--- src/rtl/serial_adder_ctrl.sv ---
// rtl/serial_adder_ctrl.sv - bit-serial sequencer driving one external 1-bit full adder, LSB first.
// Optional SERIAL_ADD_OVF_EN adds a registered signed-overflow output (ovf).
module serial_adder_ctrl #(
  parameter int WIDTH = 8
) (
  input  logic             clk,
  input  logic             reset_n,
  input  logic             start,
  input  logic [WIDTH-1:0] a,
  input  logic [WIDTH-1:0] b,
  input  logic             c_in,
  output logic             busy,
  output logic             done,
  output logic [WIDTH-1:0] sum,
  output logic             c_out,
  output logic             fa_x,
  output logic             fa_y,
  output logic             fa_cin,
  input  logic             fa_s,
  input  logic             fa_cout
`ifdef SERIAL_ADD_OVF_EN
  ,
  output logic             ovf
`endif
);

  localparam int CW = (WIDTH > 1) ? $clog2(WIDTH) : 1;

  typedef enum logic [1:0] {IDLE, SHIFT, DONE} state_t;

  state_t           state;
  logic [WIDTH-1:0] a_sh;
  logic [WIDTH-1:0] b_sh;
  logic [WIDTH-1:0] sum_sh;
  logic             carry_r;
  logic [CW-1:0]    cnt;

  // The adder only sees operand bits while shifting; otherwise its inputs are quiet.
  assign fa_x   = (state == SHIFT) && a_sh[0];
  assign fa_y   = (state == SHIFT) && b_sh[0];
  assign fa_cin = (state == SHIFT) && carry_r;

  always_ff @(posedge clk or negedge reset_n) begin
    if (!reset_n) begin
      state   <= IDLE;
      a_sh    <= '0;
      b_sh    <= '0;
      sum_sh  <= '0;
      carry_r <= 1'b0;
      cnt     <= '0;
      sum     <= '0;
      c_out   <= 1'b0;
      busy    <= 1'b0;
      done    <= 1'b0;
`ifdef SERIAL_ADD_OVF_EN
      ovf     <= 1'b0;
`endif
    end else begin
      case (state)
        IDLE: begin
          done <= 1'b0;
          if (start) begin
            a_sh    <= a;
            b_sh    <= b;
            carry_r <= c_in;
            cnt     <= '0;
            busy    <= 1'b1;
            state   <= SHIFT;
          end
        end
        SHIFT: begin
          sum_sh  <= {fa_s, sum_sh[WIDTH-1:1]};
          carry_r <= fa_cout;
          a_sh    <= a_sh >> 1;
          b_sh    <= b_sh >> 1;
          cnt     <= cnt + CW'(1);
          if (cnt == CW'(WIDTH - 1)) begin
            sum   <= {fa_s, sum_sh[WIDTH-1:1]};
            c_out <= fa_cout;
`ifdef SERIAL_ADD_OVF_EN
            // carry_r here is the carry into the MSB position.
            ovf   <= carry_r ^ fa_cout;
`endif
            done  <= 1'b1;
            state <= DONE;
          end
        end
        DONE: begin
          done  <= 1'b0;
          busy  <= 1'b0;
          state <= IDLE;
        end
        default: begin
          done  <= 1'b0;
          busy  <= 1'b0;
          state <= IDLE;
        end
      endcase
    end
  end

endmodule

--- config.mk ---
export PLATFORM = sky130hd
export DESIGN_NAME = serial_adder_ctrl
export DESIGN_NICKNAME = d
export VERILOG_FILES = /design/src/rtl/serial_adder_ctrl.sv
export SDC_FILE = /design/constraint.sdc
export NUM_CORES = 1
export LEC_CHECK = 0
export ABC_CLOCK_PERIOD_IN_PS = 1600
export CORE_MARGIN = 8
export CORE_UTILIZATION = 61
export DETAILED_ROUTE_END_ITERATION = 10
export DONT_BUFFER_PORTS = 1
export PLACE_DENSITY = 0.82
export SKIP_LAST_GASP = 1
export SLEW_MARGIN = 20
export SYNTH_ARGS = -nofsm -noshare
export SYNTH_HDL_FRONTEND = slang
export SYNTH_SLANG_ARGS = --single-unit
--- constraint.sdc ---
create_clock -name clk -period 1.6 [get_ports clk]
set_input_delay 0.32 -clock clk [delete_from_list [all_inputs] [get_ports clk]]
set_output_delay 0.32 -clock clk [all_outputs]
set_load 0.02 [all_outputs]
# After elaboration in Yosys (flattened, before gate mapping)
# Cells that the tools add are included.
# word_totals
register_bits,41
in_bits,22
elab_cells,40
# op_classes
add_sub_neg,1
n_eq_ne,4
mux,15
bitwise,1
n_reduce_logical,9
# op_table
cell,count
$pmux W8 S2,2
$mux W8,2
$reduce_and A2 Y1,4
$pmux W3 S2,1
$mux W1,4
$mux W2,2
$pmux W1 S2,2
$pmux W2 S2,1
$add A3 B1 Y3 const B,1
$eq A3 B3 Y1 const B,1
$logic_and A1 B1 Y1,3
$mux W3,1
$eq A2 B1 Y1 const B,1
$logic_not A2 Y1,1
$ne A2 B1 Y1 const B,1
$ne A2 B2 Y1 const B,1
$reduce_bool A2 Y1,1
$not A1 Y1,1

# Longest topological paths before layout
# Gate-level depths: netlist (run 1).
# logic_depth
ltp_word,3
mapped_depth,5
depth_no_buf,4

# Least setup slack after synthesis (run 1)
# No wires, ideal clock.
# synth_timing
path_kind,flip-flop to output port
from,reg state[0]
to,out fa_cin
arrival_ps,1069
setup_slack_ps,211
path_stages_with_launch,5
n_path_buf,2
cell_sequence,dfrtp_1 buf_6 and2b_4 buf_2 and2_1
# synth_between
elab_chain_cells,2
# synth_rtl
item,line_no,source
start: declaration,31,state_t state;
start signal: assignment,45,state <= IDLE;
start signal: assignment,68,state <= SHIFT;
start signal: assignment,85,state <= DONE;
$eq A2 B1 Y1,41,assign fa_cin = (state == SHIFT) && carry_r;
$logic_and A1 B1 Y1,41,
end: declaration,18,"output logic fa_cin,"
# Every way passes these cells.

# Final worst setup path (run 1)
# layout_timing
from,reg state[1]
to,out fa_x
# layout_between
elab_chain_cells,2
# layout_rtl
item,line_no,source
$eq A2 B1 Y1,39,assign fa_x = (state == SHIFT) && a_sh[0];
$logic_and A1 B1 Y1,39,
end: declaration,16,"output logic fa_x,"
# Every way passes these cells.

==> results of run 1 <==
[metal layers]
metal | vias to the layer above | share of wire [%]
met3 | 7 | 6.8
li1 | 577 | -
met5 | - | 0
met2 | 36 | 49
met1 | 599 | 42
met4 | 0 | 1.7
[timing repair]
| action | CTS | global route |
|---|---|---|
| endpoints found under the setup margin | 3 | 3 |
| resized for setup | 3 | 3 |
| setup buffers | 3 | 0 |
| hold endpoints to repair | 40 | 0 |
| hold buffers | 2 | 0 |
[worst max-delay path, stage by stage, from the launching register on]
cell and delay, ns:
sky130_fd_sc_hd__dfrtp_1 0.40, sky130_fd_sc_hd__and2b_4 0.29, sky130_fd_sc_hd__and2_4 0.19
[power by group through the flow]
stage	combinational (uW)	sequential [uW]	clock, uW
after floorplan	1200	1910	0
after global placement	1290	2000	0
after detailed placement	1360	2030	0
after CTS	1470	2010	692
after global routing	1660	2070	726
final	1500	2010	674
[cell usage in the layout, fill, tap and decap left out, types with 3 or more instances in the layout]
cell                       synthesis  layout
sky130_fd_sc_hd__o22ai_1          26      26
sky130_fd_sc_hd__mux2_4            9       9
sky130_fd_sc_hd__and2_4            0       3
sky130_fd_sc_hd__inv_1             4       4
sky130_fd_sc_hd__a21oi_1          16      16
sky130_fd_sc_hd__clkbuf_4          0       5
sky130_fd_sc_hd__buf_4             2       7
sky130_fd_sc_hd__o21ai_0           5       5
sky130_fd_sc_hd__nor2_1            6       6
sky130_fd_sc_hd__dfrtp_1          40      40
sky130_fd_sc_hd__nand2_1          24      24
[sequential cells by signal (all words and copies together) (netlist names)]
signal   count
done         1
busy         1
carry_r      1
a_sh         8
cnt          3
b_sh         8
state        2
sum_sh       7
c_out        1
sum          8
[layout make-up]
type | instances | area share (%)
Timing Repair Buffer | 9 | 4.328
Multi-Input combinational cell | 103 | 36.00
Inverter | 4 | 0.7869
Sequential cell | 40 | 52.46
Tap cell | 31 | 2.033
Clock buffer | 5 | 1.967
Clock inverter | 3 | 2.426
[per-stage QoR]
step | instances | cell area [um^2] | hold WS [ns] | setup WS, ns | utilization [%]
finish | 195 | 1908 | 0.07504 | 0.05931 | 69.19
CTS | 195 | 1904 | 0.06296 | 0.02106 | 69.06
detailed placement | 182 | 1764 | 0.02612 | 0.1557 | 63.97
global placement | 182 | 1764 | 0.02619 | 0.2047 | 63.97
global route | 195 | 1908 | 0.06160 | 0.01180 | 69.19
floorplan | 157 | 1755 | 0.02441 | 0.2113 | -
[worst min-delay path by stage]
| stage | start | to | slack, ns | cells after the start |
|---|---|---|---|---|
| floorplan | reset_n | a_sh[0] | 0.02 | 0 |
| global placement | reset_n | sum[0] | 0.03 | 0 |
| detailed placement | reset_n | sum_sh[1] | 0.03 | 0 |
| CTS | fa_s | sum_sh[7] | 0.06 | 2 |
| global route | fa_s | sum_sh[7] | 0.06 | 2 |
| finish | fa_s | sum_sh[7] | 0.08 | 2 |
[cell families after synthesis]
group                      synth area share, %
muxes                                    7.698
AOI/OAI and AO/OA                        17.53
DFF                                      57.02
buffers and inverters                    4.276
and+or+nand+nor                          12.05
adders and majority gates                1.425
==> metrics.sh, run 1 <==
ROUTE.FINAL.WIRE_LENGTH_UM=3597
ROUTE.ANTENNA.REMAINING_NETS=0
GRT_START_MAX_NET_PINS=41
FIN_TOTAL_PWR_uW=4176
DRT_FIRST_PASS_ITERS=4
AREA_OCCUPIED_BY_MULTI_INPUT_GATES_UM2=686.9
P_COMB_SHARE_PCT=35.8
YOSYSTOPAREACELLSHARE_PCT=57.02
CTS_BUFFERS=5
CRITPATHKIND='register to output pin'
DRT_FIRST_ITER_VIOLATIONS=50
MET2_USAGE_GRT_PCT=25.82
WORST_SETUP_PATH_STARTPOINT='state[1]'
GLOBALROUTETOTALUTIL_PCT=15.43
MAPPEDNETLISTAREA_MM2=0.001755
TOTAL_SWITCHING_POWER_uW=1619
FIRST_GLOBAL_VIAS=1264
POWER_LEAKAGE_uW=0.0008882
N_FILL_CELL=203
DRT_DRC_VIOLATIONS_LEFT=0
CTSLONGESTPATHBUFFERS=2
FIN_CRIT_SH_PCT=96.29
CRITICAL_PATH_ENDPOINT='fa_x'
MIN-DELAY-PATH-CLASS='input pin to register'
CTS.REPORTEDPATHS.CLKPINSLEW_NS=0.12
GP_CONGESTION=0.7618
SLEW_VIOLATIONS=0
RR_WORST_DEPTH=4
CTS_ROOT_BUF='sky130_fd_sc_hd__clkbuf_4'
OUTCOME='complete, no violations'
GRT_BUSIEST_LAYER='met2'
CLOCK_INSERTION_DELAY_WORST_SKEW_NS=0.35
GRT_SETUP_UNREPAIRED='false'
POSTSYNTH.TOPFLOPCELL='sky130_fd_sc_hd__dfrtp_1'
REGTOREGENDPOINT='sum[4]'
SYNTHESIS.INSTANCES=157
GRT_FIRST_PASS_WIRELENGTH_UM=6196
CP_DATA_ARRIVAL_TIME_NS=1.22
SEQ_POWER_SHARE_PCT=48.0
POST-SYNTH-TOP-COUNT-CELL='sky130_fd_sc_hd__dfrtp_1'
NATURE_OF_THE_CRITICAL_PATH_STARTPOINT='register'
SYNTH.TOP_CELLS.BY_COUNT='sky130_fd_sc_hd__dfrtp_1, sky130_fd_sc_hd__o22ai_1, sky130_fd_sc_hd__nand2_1, sky130_fd_sc_hd__a21oi_1, sky130_fd_sc_hd__mux2_4'
VIA_COUNT=1219
FF_LATCH_AREA_MM2=0.001001
RRSETUPSLACK_NS=0.14
WORSTPATHREQUIRED_NS=1.28
HTREE_LEVELS=2
CELLINTERNALPOWER_uW=2558
POWER.SHARE.SWITCHING_PCT=38.76
FMAX_MHz=649.1
WORST-PATH-MAX-FANOUT=6
HOLD_VIOL_FINAL=0
FINCLKSKEW_NS=0.005789
PWR_DENSITY_mW_PER_MM2=2189
POST-DP-HPWL_UM=2455
POSTSYNTHNETCOUNT=181
DIEHEIGHT_UM=69.65
CORE_REGION_AREA_MM2=0.002758
TIMING.FINAL.CRIT_PERIOD_NS=1.541
DESIGN.DIE.AREA_MM2=0.004850
MAX_CAP_VIOL_COUNT=0
POST_ROUTE_CELLS_DRIVE_ABOVE_1_SHARE_PCT=20.73
VIAS_PER_CELL=6.251
SYNTHDOMINANTAREACELLTYPE='sky130_fd_sc_hd__dfrtp_1'
SYNTH.DISTINCT_CELLS=23
YOSYS-TOP-CELLS-AREA='sky130_fd_sc_hd__dfrtp_1, sky130_fd_sc_hd__o22ai_1, sky130_fd_sc_hd__mux2_4, sky130_fd_sc_hd__nand2_1, sky130_fd_sc_hd__a21oi_1'
SYNTH.FF_LATCH_COUNT=40
SYNTH_ENABLE_FLOP_CELLS=0
YS_ASYNC_SR_FRACTION_PCT=100.0
SYNTHESIS.YOSYS.WARNINGS=0
NUMBER_OF_TOP_LEVEL_DESIGN_PORTS=36
PEAKVDDDROP_mV=1.489
DIODES=0
IO_BUFFERS=0
CTS_TREE='built'
SYNTH_SEQ_AREA_SHARE_PCT=57.02
USE_MET1_PCT=16.78
FIN_SETUP_TNS_NS=0
FINALNETCOUNT=187
RELATIVE_AREA_CHANGE_FROM_SYNTHESIS_TO_FINAL_LAYOUT_PCT=8.696
CLOCK_POWER_SHARE_PCT=16.1
NUMBER_OF_STANDARD_CELL_ROWS_IN_THE_FLOORPLAN=19
SLEW-LIMIT-HEADROOM_PCT=80.85
INITIAL_CORE_UTILIZATION_PCT=63.66
WORST_SETUP_PATH_END_KIND='output pin'
GLOBAL_ROUTE.USAGE.MET3_PCT=6.438
R2R_START='cnt[0]'
REPORT.FINAL.SETUP_VIOL=0
GRT-OVFL-TOTAL=0
TIMING_WORST_SLEW_PIN_VALUE_NS=0.2843
WL_PER_CELL_UM=18.45
CTS_SINKS=40
FLOORPLAN.DIE.WIDTH_UM=69.65
ANTENNA_VIOLATIONS_BEFORE_REPAIR=0
SYNTHESIS.AREA_PER_INSTANCE_UM2=11.18
Note: power is estimated with default switching activity, not from simulation.
==> run 2, diff against run 1 <==
--- a/config.mk
+++ b/config.mk
@@ -5,12 +5,13 @@
 export SDC_FILE = /design/constraint.sdc
 export NUM_CORES = 1
 export LEC_CHECK = 0
-export ABC_CLOCK_PERIOD_IN_PS = 1600
 export CORE_MARGIN = 8
 export CORE_UTILIZATION = 61
 export DETAILED_ROUTE_END_ITERATION = 10
 export DONT_BUFFER_PORTS = 1
+export HOLD_SLACK_MARGIN = 0.03
 export PLACE_DENSITY = 0.82
+export RECOVER_POWER = 25
 export SKIP_LAST_GASP = 1
 export SLEW_MARGIN = 20
 export SYNTH_ARGS = -nofsm -noshare
==> metrics.sh, run 2 (synthesis gave the netlist of run 1 again) <==
FLOORPLAN.DIE.WIDTH_UM=69.65
CRITPATHKIND='register to output pin'
REPORT.FINAL.SETUP_VIOL=0
GRT-OVFL-TOTAL=0
RRSETUPSLACK_NS=0.14
WL_PER_CELL_UM=18.46
POST-DP-HPWL_UM=2455
ROUTE.ANTENNA.REMAINING_NETS=0
MOST_COMMON_CELL_AFTER_LAYOUT_FILL_AND_TAPS_ASIDE='sky130_fd_sc_hd__dfrtp_1'
HP-START='fa_s'
RR_WORST_DEPTH=4
DIEHEIGHT_UM=69.65
TIMING.FINAL.CRIT_PERIOD_NS=1.541
GRT_FIRST_PASS_WIRELENGTH_UM=6196
SEQ_POWER_SHARE_PCT=48.1
DESIGN.DIE.AREA_MM2=0.004850
TIMING.HOLD.WS_NS=0.07504
PWR_DENSITY_mW_PER_MM2=2203
FINALNETCOUNT=187
P_COMB_SHARE_PCT=35.8
ANTENNA_VIOLATIONS_BEFORE_REPAIR=0
CP_DATA_ARRIVAL_TIME_NS=1.22
TIMING_WORST_SLEW_PIN_VALUE_NS=0.9676
FMAX_MHz=649.1
WORST-PATH-MAX-FANOUT=6
DRT_FIRST_PASS_ITERS=4
FINAL_CELL_MIX='sky130_fd_sc_hd__dfrtp_1, sky130_fd_sc_hd__o22ai_1, sky130_fd_sc_hd__nand2_1'
FIN_SETUP_TNS_NS=0
POST_ROUTE_CELLS_DRIVE_ABOVE_1_SHARE_PCT=20.73
POWER.SHARE.SWITCHING_PCT=38.79
CTS_TREE='built'
CORE_REGION_AREA_MM2=0.002758
SLEW-LIMIT-HEADROOM_PCT=35.49
HTREE_LEVELS=2
VIA_COUNT=1222
VIAS_PER_CELL=6.267
GRT_START_MAX_NET_PINS=41
MIN-DELAY-PATH-CLASS='input pin to register'
WORSTPATHREQUIRED_NS=1.28
FIRST_GLOBAL_VIAS=1264
NUMBER_OF_TOP_LEVEL_DESIGN_PORTS=36
FINCLKSKEW_NS=0.005671
OUTCOME='complete, no violations'
RELATIVE_AREA_CHANGE_FROM_SYNTHESIS_TO_FINAL_LAYOUT_PCT=7.841
FIN_CRIT_SH_PCT=96.29
DRT_FIRST_ITER_VIOLATIONS=50
CTS_SINKS=40
DRT_DRC_VIOLATIONS_LEFT=0
PEAKVDDDROP_mV=1.489
WORST_HOLD_PATH.ENDPOINT='sum_sh[7]'
CTSLONGESTPATHBUFFERS=2
IO_BUFFERS=0
CTS_ROOT_BUF='sky130_fd_sc_hd__clkbuf_4'
SLEW_VIOLATIONS=0
CLOCK_INSERTION_DELAY_WORST_SKEW_NS=0.35
CTS.REPORTEDPATHS.CLKPINSLEW_NS=0.12
MAX_CAP_VIOL_COUNT=0
POWER_LEAKAGE_uW=0.0008830
DIODES=0
NATURE_OF_THE_CRITICAL_PATH_STARTPOINT='register'
INITIAL_CORE_UTILIZATION_PCT=63.66
CELLINTERNALPOWER_uW=2553
GP_CONGESTION=0.7618
HOLD_VIOL_FINAL=0
NUMBER_OF_STANDARD_CELL_ROWS_IN_THE_FLOORPLAN=19
LAYOUT_TOP_REGISTERS='a_sh x8, b_sh x8, sum x8'
GLOBALROUTETOTALUTIL_PCT=15.43
WORST_SETUP_PATH_END_KIND='output pin'
TOTAL_SWITCHING_POWER_uW=1618
R2R_START='cnt[0]'
ROUTE.FINAL.WIRE_LENGTH_UM=3600
CLOCK_POWER_SHARE_PCT=16.2
GRT_SETUP_UNREPAIRED='false'
CTS_BUFFERS=5
N_FILL_CELL=205
REGTOREGENDPOINT='sum[4]'
HOLD_PATH_DEPTH=2
-- run 2: changes by cell type in the layout (fill, tap and decap cells not counted) --
cell	delta
sky130_fd_sc_hd__buf_12	-1
sky130_fd_sc_hd__clkbuf_2	+1
-- run 2: area by class of cell --
class                      instances  area (um^2)  share of cell area (%)
inverter                           4        15.01                  0.7931
clock inverter                     3        46.29                   2.445
timing repair buffer               9        67.56                   3.569
clock buffer                       5        37.54                   1.983
sequential                        40         1001                   52.87
tap                               31        38.79                   2.049
multi-input combinational        103        686.9                   36.29
-- run 2: per-layer routing --
metal	GRT usage, %	up-vias	part of all wire [%]
li1	-	577	-
met2	25.82	38	49
met1	16.78	600	42
met5	0	-	0
met3	6.438	7	6.9
met4	6.473	0	1.7
-- run 2: worst max-delay path by stage --
stage                  start      to  slack, ns  cells after the start
CTS                 state[1]    fa_x       0.02                      2
floorplan           state[0]  fa_cin       0.21                      4
global route        state[1]    fa_x       0.01                      2
finish              state[1]    fa_x       0.06                      2
detailed placement    cnt[0]  sum[4]       0.16                      4
global placement      cnt[0]   c_out       0.20                      4
-- run 2: power by group through the flow --
stage | clock network (uW) | registers, uW | logic [uW]
final | 674 | 2010 | 1490
after global routing | 726 | 2070 | 1650
after CTS | 692 | 2010 | 1470
after detailed placement | 0 | 2030 | 1360
after global placement | 0 | 2000 | 1290
after floorplan | 0 | 1910 | 1200
-- run 2: timing repair --
item / 4_1_cts / 5_1_grt
cloned: 0 / 0
hold buffers: 2 / 0
pin swaps: 0 / 0
setup buffers: 3 / 0
gates resized for setup: 3 / 3
endpoints found under the hold margin: 40 / 0
endpoints found under the setup margin: 3 / 3
-- run 2: stage by stage --
stage	power, uW	cells	cell area, um^2	setup WS, ns	utilization, %
after floorplan	3117	157	1755	0.2113	-
after global placement	3293	182	1764	0.2047	63.97
after detailed placement	3393	182	1764	0.1557	63.97
after global routing	4451	195	1893	0.01180	68.65
final	4171	195	1893	0.05931	68.65
after CTS	4174	195	1904	0.02106	69.06
-- run 2: critical path, stage by stage, from the launching register on --
cell and delay, ns:
sky130_fd_sc_hd__dfrtp_1 0.40, sky130_fd_sc_hd__and2b_4 0.29, sky130_fd_sc_hd__and2_4 0.19
==> run 3, diff against run 2 <==
--- a/config.mk
+++ b/config.mk
@@ -5,6 +5,7 @@
 export SDC_FILE = /design/constraint.sdc
 export NUM_CORES = 1
 export LEC_CHECK = 0
+export CORE_ASPECT_RATIO = 0.5
 export CORE_MARGIN = 8
 export CORE_UTILIZATION = 61
 export DETAILED_ROUTE_END_ITERATION = 10
==> constraint.sdc (replaced) <==
create_clock -name clk -period 1.84 [get_ports clk]
set_input_delay 0.368 -clock clk [delete_from_list [all_inputs] [get_ports clk]]
set_output_delay 0.368 -clock clk [all_outputs]
set_load 0.02 [all_outputs]
==> metrics.sh, run 3 (synthesis gave the netlist of run 1 again) <==
FMAX_MHz=593.2
POWER_LEAKAGE_uW=0.0008561
VIAS_PER_CELL=5.898
FIRST_GLOBAL_VIAS=1182
GRT-OVFL-TOTAL=0
HOLD_PATH_DEPTH=2
IO_BUFFERS=0
WORST_SETUP_PATH_END_KIND='output pin'
DESIGN.DIE.AREA_MM2=0.004955
FIN_TOTAL_PWR_uW=3497
REPORT.FINAL.SETUP_VIOL=0
TIMING.CRITICAL_PATH.SLOWEST_CELL_DELAY_NS=0.48
FINCLKSKEW_NS=0.004945
RELATIVE_AREA_CHANGE_FROM_SYNTHESIS_TO_FINAL_LAYOUT_PCT=6.059
WORST_HOLD_PATH.ENDPOINT='sum_sh[7]'
CTS_BUFFERS=5
CLOCK_INSERTION_DELAY_WORST_SKEW_NS=0.28
NUMBER_OF_TOP_LEVEL_DESIGN_PORTS=36
WORSTPATHREQUIRED_NS=1.47
HP-START='fa_s'
HTREE_LEVELS=2
PATH_DELAY_FAMILY='simple AND/OR/NAND/NOR gates'
CTS_TREE='built'
SLEW-LIMIT-HEADROOM_PCT=34.61
REGTOREGENDPOINT='sum[7]'
MAX_CAP_VIOL_COUNT=0
LAYOUT_TOP_REGISTERS='a_sh x8, b_sh x8, sum x8'
RRSETUPSLACK_NS=0.34
ROUTE.ANTENNA.REMAINING_NETS=0
MIN-DELAY-PATH-CLASS='input pin to register'
R2R_START='state[1]'
VIA_COUNT=1156
SLEW_VIOLATIONS=0
GLOBALROUTETOTALUTIL_PCT=14.90
RR_WORST_DEPTH=4
GRT_START_MAX_NET_PINS=41
OUTCOME='complete, no violations'
DIODES=0
CTS.REPORTEDPATHS.CLKPINSLEW_NS=0.07
GRT_FIRST_PASS_WIRELENGTH_UM=5761
POST_ROUTE_CELLS_DRIVE_ABOVE_1_SHARE_PCT=15.09
POST-DP-HPWL_UM=2312
N_FILL_CELL=193
DP_CELLS=184
FINALNETCOUNT=182
DRT_DRC_VIOLATIONS_LEFT=0
TIMING.FINAL.CRIT_PERIOD_NS=1.686
NUMBER_OF_STANDARD_CELL_ROWS_IN_THE_FLOORPLAN=13
FINAL_CELL_MIX='sky130_fd_sc_hd__dfrtp_1, sky130_fd_sc_hd__o22ai_1, sky130_fd_sc_hd__nand2_1'
DRT_FIRST_ITER_VIOLATIONS=34
PEAKVDDDROP_mV=0.7936
POSTPLACECELLAREA_MM2=0.001742
DIEHEIGHT_UM=53.94
PWR_DENSITY_mW_PER_MM2=1879
CORE_REGION_AREA_MM2=0.002668
CTSLONGESTPATHBUFFERS=2
CP_DATA_ARRIVAL_TIME_NS=1.32
FLOORPLAN.DIE.WIDTH_UM=91.87
FIN_SETUP_TNS_NS=0
GRT_SETUP_UNREPAIRED='false'
TIMING_WORST_SLEW_PIN_VALUE_NS=0.9809
HOLD_VIOL_FINAL=0
FINISH.CELL_COUNT_WITHOUT_FILLERS=196
CRIT_BUF_INV=0
GP_CONGESTION=0.7748
CP_CELL_SEQUENCE='and2b_4 -> and2_1'
WL_PER_CELL_UM=17.66
WORST-PATH-MAX-FANOUT=11
CTS_ROOT_BUF='sky130_fd_sc_hd__clkbuf_8'
CTS_SINKS=40
MOST_COMMON_CELL_AFTER_LAYOUT_FILL_AND_TAPS_ASIDE='sky130_fd_sc_hd__dfrtp_1'
ANTENNA_VIOLATIONS_BEFORE_REPAIR=0
FIN_CRIT_SH_PCT=91.62
ROUTE.FINAL.WIRE_LENGTH_UM=3461
INITIAL_CORE_UTILIZATION_PCT=65.81
POSTLAYOUTCELLAREA_MM2=0.001862
DRT_FIRST_PASS_ITERS=4
CRITPATHKIND='register to output pin'
WORST_PATH_MAX_DELAY_CELL='sky130_fd_sc_hd__dfrtp_1'
NATURE_OF_THE_CRITICAL_PATH_STARTPOINT='register'
run 3: cell types whose count changed in the layout (fill, tap and decap cells not counted), moves of 2 or more:
cell / change
sky130_fd_sc_hd__clkbuf_4: -5
sky130_fd_sc_hd__and2_4: -3
sky130_fd_sc_hd__clkbuf_8: +6
sky130_fd_sc_hd__and2_1: +3
sky130_fd_sc_hd__buf_4: -5
sky130_fd_sc_hd__clkbuf_1: +2
run 3: per-stage QoR:
stage	util [%]	worst slack, ns	hold slack, ns
floorplan	-	0.4033	0.07241
global placement	65.29	0.3326	0.07361
detailed placement	65.29	0.3109	0.07350
CTS	70.36	0.1290	0.1823
global route	69.79	0.06787	0.1950
finish	69.79	0.1542	0.1870
run 3: worst max path at each step:
stage                         from      to  slack (ns)  depth (start not counted)
after CTS                 state[1]  fa_cin        0.13                          2
after global routing      state[1]    fa_x        0.07                          2
final                     state[1]  fa_cin        0.15                          2
after detailed placement  state[1]  fa_cin        0.31                          2
after floorplan           state[0]  fa_cin        0.40                          4
after global placement    state[1]    fa_x        0.33                          2
run 3: report_power, final:
group	total [uW]	switching (uW)	internal, uW
combinational	1150	590	555
clock	586	280	306
sequential	1770	473	1290
run 3: repair_timing:
item                                    in CTS  in global routing
setup buffers                                2                  0
endpoints found under the setup margin       3                  0
resized for setup                            0                  0
hold buffers                                 2                  0
endpoints found under the hold margin       40                  0
run 3: metal layers:
metal / global-route usage, % / part of all wire, % / wire (um) / vias up
met5: 0 / 0 / 0 / -
met4: 3.958 / 0.78 / 27 / 0
met3: 7.064 / 8.7 / 300 / 2
met2: 24.82 / 47 / 1615 / 30
met1: 17.41 / 44 / 1517 / 555
li1: - / - / - / 569
run 3: area by class of cell:
type	count	area, um^2	share of cell area, %
Sequential cell	40	1001	53.76
Multi-Input combinational cell	103	679.4	36.49
Clock buffer	8	90.09	4.839
Tap cell	37	46.29	2.487
Timing Repair Buffer	4	30.03	1.613
Inverter	4	15.01	0.8064
